$ cat src/rtl/mcu_ctrl.sv
// Multi-cycle MCU sequencer: fetch/decode/execute with LSU handshake,
// bus-wait timeout, halt-cause capture and retired-instruction counter.
module mcu_ctrl #(
    parameter logic [7:0] WAIT_LIMIT = 8'd255
) (
    input  logic        MCU_CTRL_CLOCK_50,
    input  logic        MCU_CTRL_RESET_InHigh,
    input  logic [6:0]  MCU_CTRL_Opcode_InBUS,
    input  logic        MCU_CTRL_Ifu_Valid,
    input  logic        MCU_CTRL_Lsu_Ready,
    input  logic        MCU_CTRL_Lsu_Valid,
    input  logic        MCU_CTRL_Halt_In,
    output logic [2:0]  MCU_CTRL_State_OutBUS,
    output logic        MCU_CTRL_Ifu_Req,
    output logic        MCU_CTRL_Ir_Write,
    output logic        MCU_CTRL_Pc_Write,
    output logic        MCU_CTRL_Lsu_Req_Valid,
    output logic        MCU_CTRL_Halted,
    output logic [1:0]  MCU_CTRL_Err_OutBUS,
    output logic [31:0] MCU_CTRL_Retired_OutBUS
);

    // state    | meaning
    // RESET    | first cycle after reset
    // FETCH    | request instruction, load IR on fetch valid
    // DECODE   | check opcode legality
    // EXEC     | retire ALU/branch ops, route loads/stores to memory
    // MEM_REQ  | hold LSU request until accepted
    // MEM_WAIT | wait for LSU response
    // HALT     | absorbing until reset, cause in Err
    // BAD      | unreachable code, forced to HALT with bus-error cause
    typedef enum logic [2:0] {
        ST_RESET    = 3'b000,
        ST_FETCH    = 3'b001,
        ST_DECODE   = 3'b010,
        ST_EXEC     = 3'b011,
        ST_MEM_REQ  = 3'b100,
        ST_MEM_WAIT = 3'b101,
        ST_HALT     = 3'b110,
        ST_BAD      = 3'b111
    } state_t;

    localparam logic [1:0] ERR_EXT  = 2'b01;
    localparam logic [1:0] ERR_ILL  = 2'b10;
    localparam logic [1:0] ERR_BUS  = 2'b11;

    state_t      state_q, state_d;
    logic [1:0]  err_q, err_d;
    logic [31:0] retired_q, retired_d;
    logic [7:0]  wait_q, wait_d;

    logic op_legal, op_ldst, wait_at_limit;
    logic ifu_req, ir_write, pc_write, lsu_req_valid;

    assign op_ldst = (MCU_CTRL_Opcode_InBUS[6] == 1'b0) &&
                     (MCU_CTRL_Opcode_InBUS[4:0] == 5'b00011);
    assign op_legal = MCU_CTRL_Opcode_InBUS inside {
        7'b0110111, 7'b0010111, 7'b1101111, 7'b1100111, 7'b1100011,
        7'b0000011, 7'b0100011, 7'b0010011, 7'b0110011};
    // wait_q counts completed cycles, so this is the last permitted cycle
    assign wait_at_limit = (wait_q == WAIT_LIMIT - 8'd1);

    always_comb begin
        state_d       = state_q;
        err_d         = err_q;
        wait_d        = wait_q;
        ifu_req       = 1'b0;
        ir_write      = 1'b0;
        pc_write      = 1'b0;
        lsu_req_valid = 1'b0;
        case (state_q)
            ST_RESET: state_d = ST_FETCH;
            ST_FETCH: begin
                ifu_req = 1'b1;
                if (MCU_CTRL_Halt_In) begin
                    state_d = ST_HALT;
                    err_d   = ERR_EXT;
                end else if (MCU_CTRL_Ifu_Valid) begin
                    ir_write = 1'b1;
                    state_d  = ST_DECODE;
                end
            end
            ST_DECODE: begin
                if (op_legal) begin
                    state_d = ST_EXEC;
                end else begin
                    state_d = ST_HALT;
                    err_d   = ERR_ILL;
                end
            end
            ST_EXEC: begin
                if (op_ldst) begin
                    state_d = ST_MEM_REQ;
                    wait_d  = 8'd0;
                end else begin
                    pc_write = 1'b1;
                    state_d  = ST_FETCH;
                end
            end
            ST_MEM_REQ: begin
                lsu_req_valid = 1'b1;
                if (MCU_CTRL_Lsu_Ready) begin
                    state_d = ST_MEM_WAIT;
                    wait_d  = 8'd0;
                end else if (wait_at_limit) begin
                    state_d = ST_HALT;
                    err_d   = ERR_BUS;
                end else begin
                    wait_d = wait_q + 8'd1;
                end
            end
            ST_MEM_WAIT: begin
                if (MCU_CTRL_Lsu_Valid) begin
                    pc_write = 1'b1;
                    state_d  = ST_FETCH;
                end else if (wait_at_limit) begin
                    state_d = ST_HALT;
                    err_d   = ERR_BUS;
                end else begin
                    wait_d = wait_q + 8'd1;
                end
            end
            ST_HALT: state_d = ST_HALT;
            default: begin
                state_d = ST_HALT;
                err_d   = ERR_BUS;
            end
        endcase
    end

    assign retired_d = pc_write ? retired_q + 32'd1 : retired_q;

    always_ff @(posedge MCU_CTRL_CLOCK_50) begin
        if (MCU_CTRL_RESET_InHigh) begin
            state_q   <= ST_RESET;
            err_q     <= 2'b00;
            retired_q <= 32'd0;
            wait_q    <= 8'd0;
        end else begin
            state_q   <= state_d;
            err_q     <= err_d;
            retired_q <= retired_d;
            wait_q    <= wait_d;
        end
    end

    assign MCU_CTRL_State_OutBUS   = state_q;
    assign MCU_CTRL_Ifu_Req        = ifu_req;
    assign MCU_CTRL_Ir_Write       = ir_write;
    assign MCU_CTRL_Pc_Write       = pc_write;
    assign MCU_CTRL_Lsu_Req_Valid  = lsu_req_valid;
    assign MCU_CTRL_Halted         = (state_q == ST_HALT);
    assign MCU_CTRL_Err_OutBUS     = err_q;
    assign MCU_CTRL_Retired_OutBUS = retired_q;

endmodule

$ cat config.mk
export PLATFORM = sky130hd
export DESIGN_NAME = mcu_ctrl
export DESIGN_NICKNAME = d
export VERILOG_FILES = /design/src/rtl/mcu_ctrl.sv
export SDC_FILE = /design/constraint.sdc
export NUM_CORES = 1
export LEC_CHECK = 0
export ABC_CLOCK_PERIOD_IN_PS = 2500
export CAP_MARGIN = 20
export CORE_ASPECT_RATIO = 2
export CORE_MARGIN = 2
export CORE_UTILIZATION = 45
export CTS_BUF_LIST = sky130_fd_sc_hd__clkbuf_2 sky130_fd_sc_hd__clkbuf_4 sky130_fd_sc_hd__clkbuf_8
export CTS_CLUSTER_SIZE = 20
export DETAILED_ROUTE_END_ITERATION = 16
export PLACE_DENSITY = 0.72
export SLEW_MARGIN = 20
export SYNTH_ARGS = -nofsm -noshare
export SYNTH_HDL_FRONTEND = slang
export SYNTH_SLANG_ARGS = --single-unit
$ cat constraint.sdc
create_clock -name MCU_CTRL_CLOCK_50 -period 2.5 [get_ports MCU_CTRL_CLOCK_50]
set_clock_uncertainty 0.2 [all_clocks]
set_input_delay 0.375 -clock MCU_CTRL_CLOCK_50 [delete_from_list [all_inputs] [get_ports MCU_CTRL_CLOCK_50]]
set_output_delay 0.375 -clock MCU_CTRL_CLOCK_50 [all_outputs]
set_load 0.005 [all_outputs]
; ---- Word-level counts from Yosys, hierarchy flattened
; Index checks and enable logic that the tools add are counted.
[totals]
reg_bits = 45
latchBits = 0
mem_bits_rw = 0
romBits = 0
in_bits = 13
mem_count = 0
[op_classes]
addsub = 2
multipliers = 0
n_div = 0
magnitude_cmp = 0
n_eq_ne = 23
shifts = 0
mux = 27
bitwise_logic = 2
n_reduce_logical = 7
[ops]
columns = op, n
row1 = 32-bit by 1-bit adder with 32-bit output (second input constant), 1
row2 = 8-bit 2-to-1 mux, 4
row3 = 8-bit one-hot mux with 3 select lines, 1
row4 = 7-bit by 6-bit == test with 1-bit output (second input constant), 3
row5 = 7-bit == test (second input constant), 3
row6 = 3-bit 2-to-1 mux, 7
row7 = 3-bit one-hot mux with 6 select lines, 1
row8 = 7-bit by 5-bit == test with 1-bit output (second input constant), 2
row9 = 2-bit 2-to-1 mux, 5
row10 = 2-bit inequality test (second input constant), 5
row11 = 2-bit one-hot mux with 5 select lines, 1
row12 = 3-bit == test (second input constant), 3
row13 = 9-bit nonzero test, 1
row14 = 8-bit by 1-bit adder with 8-bit output (second input constant), 1
row15 = 8-bit == test (second input constant), 1
row16 = 7-bit by 2-bit == test with 1-bit output (second input constant), 1
row17 = 1-bit 2-to-1 mux, 7
row18 = 3-bit by 2-bit == test with 1-bit output (second input constant), 2
row19 = 5-bit by 2-bit == test with 1-bit output (second input constant), 1
row20 = 5-bit AND reduction, 1
row21 = 3-bit by 1-bit == test with 1-bit output (second input constant), 1
row22 = 3-bit zero test, 1
row23 = 3-bit inequality test (second input constant), 1
row24 = 3-bit AND reduction, 1
row25 = other kinds (5), 6

; ---- Longest topological paths before layout
[depth]
word_depth = 4
depth_mapped = 8

; ---- Least setup slack after synthesis
; Ideal clock, no wire load.
[synth_path]
path_kind = input -> register
startpoint = input MCU_CTRL_Opcode_InBUS[3]
endpoint = register retired_q[13], in the netlist MCU_CTRL_Retired_OutBUS[13]
setup_ns = 0.121
arrival_ns = 1.868
required_time_ns = 2.179
path_slack_ns = 0.311
stages = 6
path_buffers = 1
path_cell_list = or4_4 -> o211a_4 -> o2111ai_2 -> buf_6 -> nor4_1 -> mux2_4
[synth_via]
elab_chain_cells = 4
[synth_rtl]
columns = element, line
row1 = from (decl), 8  ; input logic [6:0] MCU_CTRL_Opcode_InBUS,
row2 = 5-bit by 2-bit == test with 1-bit output, 56  ; (MCU_CTRL_Opcode_InBUS[4:0] == 5'b00011);
row3 = 1-bit logical AND, 55  ; assign op_ldst = (MCU_CTRL_Opcode_InBUS[6] == 1'b0) &&
row4 = 1-bit 2-to-1 mux, 92  ; if (op_ldst) begin
row5 = 1-bit one-hot mux with 2 select lines, 71  ; case (state_q)
row6 = to (signal assigned), 142  ; retired_q <= retired_d;
row7 = to (decl), 49  ; logic [31:0] retired_q, retired_d;
; No other way between the ends.
; A chain may end at the register's enable or synchronous reset.

; ---- Final worst setup path
[layout_path]
startpoint = input MCU_CTRL_Opcode_InBUS[3]
endpoint = output MCU_CTRL_Pc_Write
[layout_via]
elab_chain_cells = 4
[layout_rtl]
columns = element, line
row1 = 5-bit by 2-bit == test with 1-bit output, 56
row2 = 1-bit logical AND, 55
row3 = 1-bit 2-to-1 mux, 92
row4 = 1-bit one-hot mux with 2 select lines, 71
row5 = to (decl), 16  ; output logic MCU_CTRL_Pc_Write,
; No other way between the ends.

==> flow_summary.yaml <==
placement:
  gp_congestion: 0.796
  io_buffers: 54
  dpl.cell_count: 440
  hpwl_microns: 5120
logic_synthesis:
  yosys.area.top_type: "dfxtp_1"
  ys_warn_count: 0
  synthCells: 308
  synth_fa_ha_area_frac: 0.0150
  synthXorXnorAreaFrac: 0.0385
  ys_ff_latch: 45
  synth_area_sq_um: 2500
  async_flop_share: 0
  synth_compound_area_frac: 0.242
  synthSimpleGateAreaFrac: 0.280
  syn_avg_cell_area_sq_um: 8.12
  synth-edff-count: 0
  ys.flop_type: "dfxtp_1"
  synth_top_area_frac: 0.360
  synth_mux_area_frac: 0.0185
  synth_cell_types: 54
  synth_nets: 324
  ys_top_cells_by_area: "dfxtp_1, a21oi_1, nor2_1"
  synth_top_family_by_area: "simple AND/OR/NAND/NOR gates"
  yosysSeqAreaShare: 0.360
global_route:
  use_met3: 0.0306
  grt_antenna_before_repair: 0
  grt-ovfl-total: 0
  grt_util_met1: 0.234
  grtUsageTotal: 0.229
  grt_pass1_vias: 2592
  grt_pass1_wl_microns: 11500
  grt_max_degree: 32
  grt.met2_usage: 0.462
  top_usage_layer: "met2"
power_and_ir_drop:
  ir_worst_vdd_mv: 0.665
  p_leak_nw: 1.19
  finalPower_mw: 2.21
  power.density_nw_per_um2: 640
die:
  core-area_sq_um: 5370
  fp.dieW_microns: 56.7
  die_h_microns: 109
  die_area_sq_um: 6210
  num_rows: 38
  start_util: 0.466
  io_pins: 55
finish:
  drive_gt1_frac: 0.149
  area.growth.synth_to_final_pct: 38.1
  stdcell_count: 450
  antenna-diode-count: 0
  num-nets-final: 405
drt:
  routed_wl_microns: 6840
  vias_per_cell: 5.90
  first_pass_iters: 4
  ant_nets: 0
  drcViolationCount: 0
  vias: 2654
  initialDrtViolationCount: 54
  wire_per_inst_microns: 15.2
sta:
  rsz0062_at_grt: "false"
  slew_headroom: 0.599
  fin_crit_sh: 0.976
  tightest_slew_ps: 586
  period_needed_ps: 2440
  tns_ps: 0
  hold_violations: 0
  max_freq_mhz: 410
  final_max_slew_viol_count: 0
  setup_violations: 0
setup_path:
  cp.required_ps: 1920
  cp-start-kind: "input pin"
  end_kind: "output pin"
  setup.worst_path.class: "in2out"
  cp.arrival_ps: 1870
  crit_fanout: 2
clock_tree:
  ctsHoldBuffers: 0
  cts.clk_slew.worst_paths_ps: 80
  cts_max_level: 2
  cts-root-buf: "clkbuf_8"
  cts_num_sinks: 45
  insertion_delay_ps: 300
  clk_path_buf_depth: 2
  numCtsBuffers: 5
  cts_tree: "yes"
job:
  drv_cap: 0
outcome:
  status: "finished clean"
min_path:
  holdCritPathClass: "reg2reg"
## logic make-up (layout without fill, tap and decap cells)
kind of cell,count (synthesis),count (layout)
AOI/OAI and AO/OA,93,93
xor gates and xnor gates,11,11
adders and majority gates,3,3
buffers and inverters,26,108
DFF,45,45
muxes,4,4
and+or+nand+nor,126,126
## layout make-up
class,instances,area [sq um]
Multi-Input combinational cell,237,1490
Sequential cell,45,905
Tap cell,60,75.1
Timing Repair Buffer,89,826
Fill cell,483,1920
Clock inverter,1,30.0
Clock buffer,7,90.1
Inverter,11,41.3
## worst paths after layout
path,start,slack (ps),to,cells past startpoint
worst min register to register,MCU_CTRL_Err_OutBUS[1]$_SDFFE_PP0P_,280,MCU_CTRL_Err_OutBUS[1]$_SDFFE_PP0P_,2
worst min-delay path,MCU_CTRL_Err_OutBUS[1]$_SDFFE_PP0P_,280,MCU_CTRL_Err_OutBUS[1]$_SDFFE_PP0P_,2
worst max register to register,MCU_CTRL_Retired_OutBUS[5]$_SDFFE_PP0P_,250,MCU_CTRL_Retired_OutBUS[30]$_SDFFE_PP0P_,6
worst max-delay path,MCU_CTRL_Opcode_InBUS[3],60,MCU_CTRL_Pc_Write,6
## cells in the mapped netlist (2+ instances only)
cell,n
xor2_1,4
and2_1,2
inv_1,11
a221oi_1,2
o211ai_1,4
a211oi_1,5
nor4_1,2
nor3_1,7
xnor2_1,7
ha_1,3
o21ai_0,18
a21o_1,2
nand4_1,9
and4_1,3
nand3_1,11
a2111oi_0,5
mux2i_1,2
nand2_1,19
o31ai_1,11
a21oi_1,32
nor2b_1,8
dfxtp_1,45
buf_2,3
or4_1,12
clkbuf_1,10
and3_1,7
a31oi_1,4
nor2_1,27
or3_1,7
buf_6,2
## critical path, stage by stage
cell and delay, ps:
clkdlybuf4s50_1 420, or4_4 440, o211a_4 250, o21ai_2 130, inv_1 50, clkdlybuf4s15_2 200
## per-layer routing
layer | wire length, microns | vias up
met4 | 95 | 0
met2 | 3980 | 58
met1 | 2560 | 1263
li1 | - | 1325
met5 | 0 | -
met3 | 206 | 8
## cell usage in the layout, fill, tap and decap left out, drive strengths merged, types with 3 or more instances in the layout
cell type | netlist | final
dfxtp | 45 | 45
a21oi | 32 | 32
o21ai | 19 | 19
o211ai | 5 | 5
nor3 | 8 | 8
clkbuf | 10 | 7
xor2 | 4 | 4
nand4 | 10 | 10
or4 | 13 | 13
inv | 11 | 11
clkdlybuf4s50 | 0 | 50
nand2 | 19 | 19
and3 | 7 | 7
or3 | 7 | 7
and4 | 3 | 3
ha | 3 | 3
nor2 | 27 | 27
a2111oi | 5 | 5
a31oi | 4 | 4
a211oi | 5 | 5
nand3 | 11 | 11
dlygate4sd2 | 0 | 3
xnor2 | 7 | 7
nor2b | 8 | 8
buf | 5 | 35
o31ai | 11 | 11
## stage by stage
| step | setup slack [ps] | hold WS, ps | utilization | instance area, sq um |
|---|---|---|---|---|
| after global routing | 16.1 | 293 | 0.643 | 3460 |
| after floorplan | 311 | 263 | - | 2500 |
| after CTS | 23.9 | 279 | 0.641 | 3440 |
| final | 59.8 | 277 | 0.643 | 3460 |
| after detailed placement | -341 | 265 | 0.617 | 3320 |
| after global placement | -313 | 258 | 0.617 | 3320 |
## sequential cells by signal, indices dropped and copies added (netlist names)
signal	flops
MCU_CTRL_Retired_OutBUS	32
wait_q	8
MCU_CTRL_State_OutBUS	3
MCU_CTRL_Err_OutBUS	2
## where the power goes
| part | internal (mW) | switching (mW) |
|---|---|---|
| Clock | 0.337 | 0.253 |
| Combinational | 0.397 | 0.389 |
| Sequential | 0.765 | 0.0683 |
## timing repair
item                                    in CTS  in global routing
pin swaps                                    3                  2
hold endpoints to repair                     0                  0
endpoints found under the setup margin       2                  3
gates resized for setup                      8                  3
buffers inserted                             1                  1
Note: power is estimated with default switching activity, not from simulation.
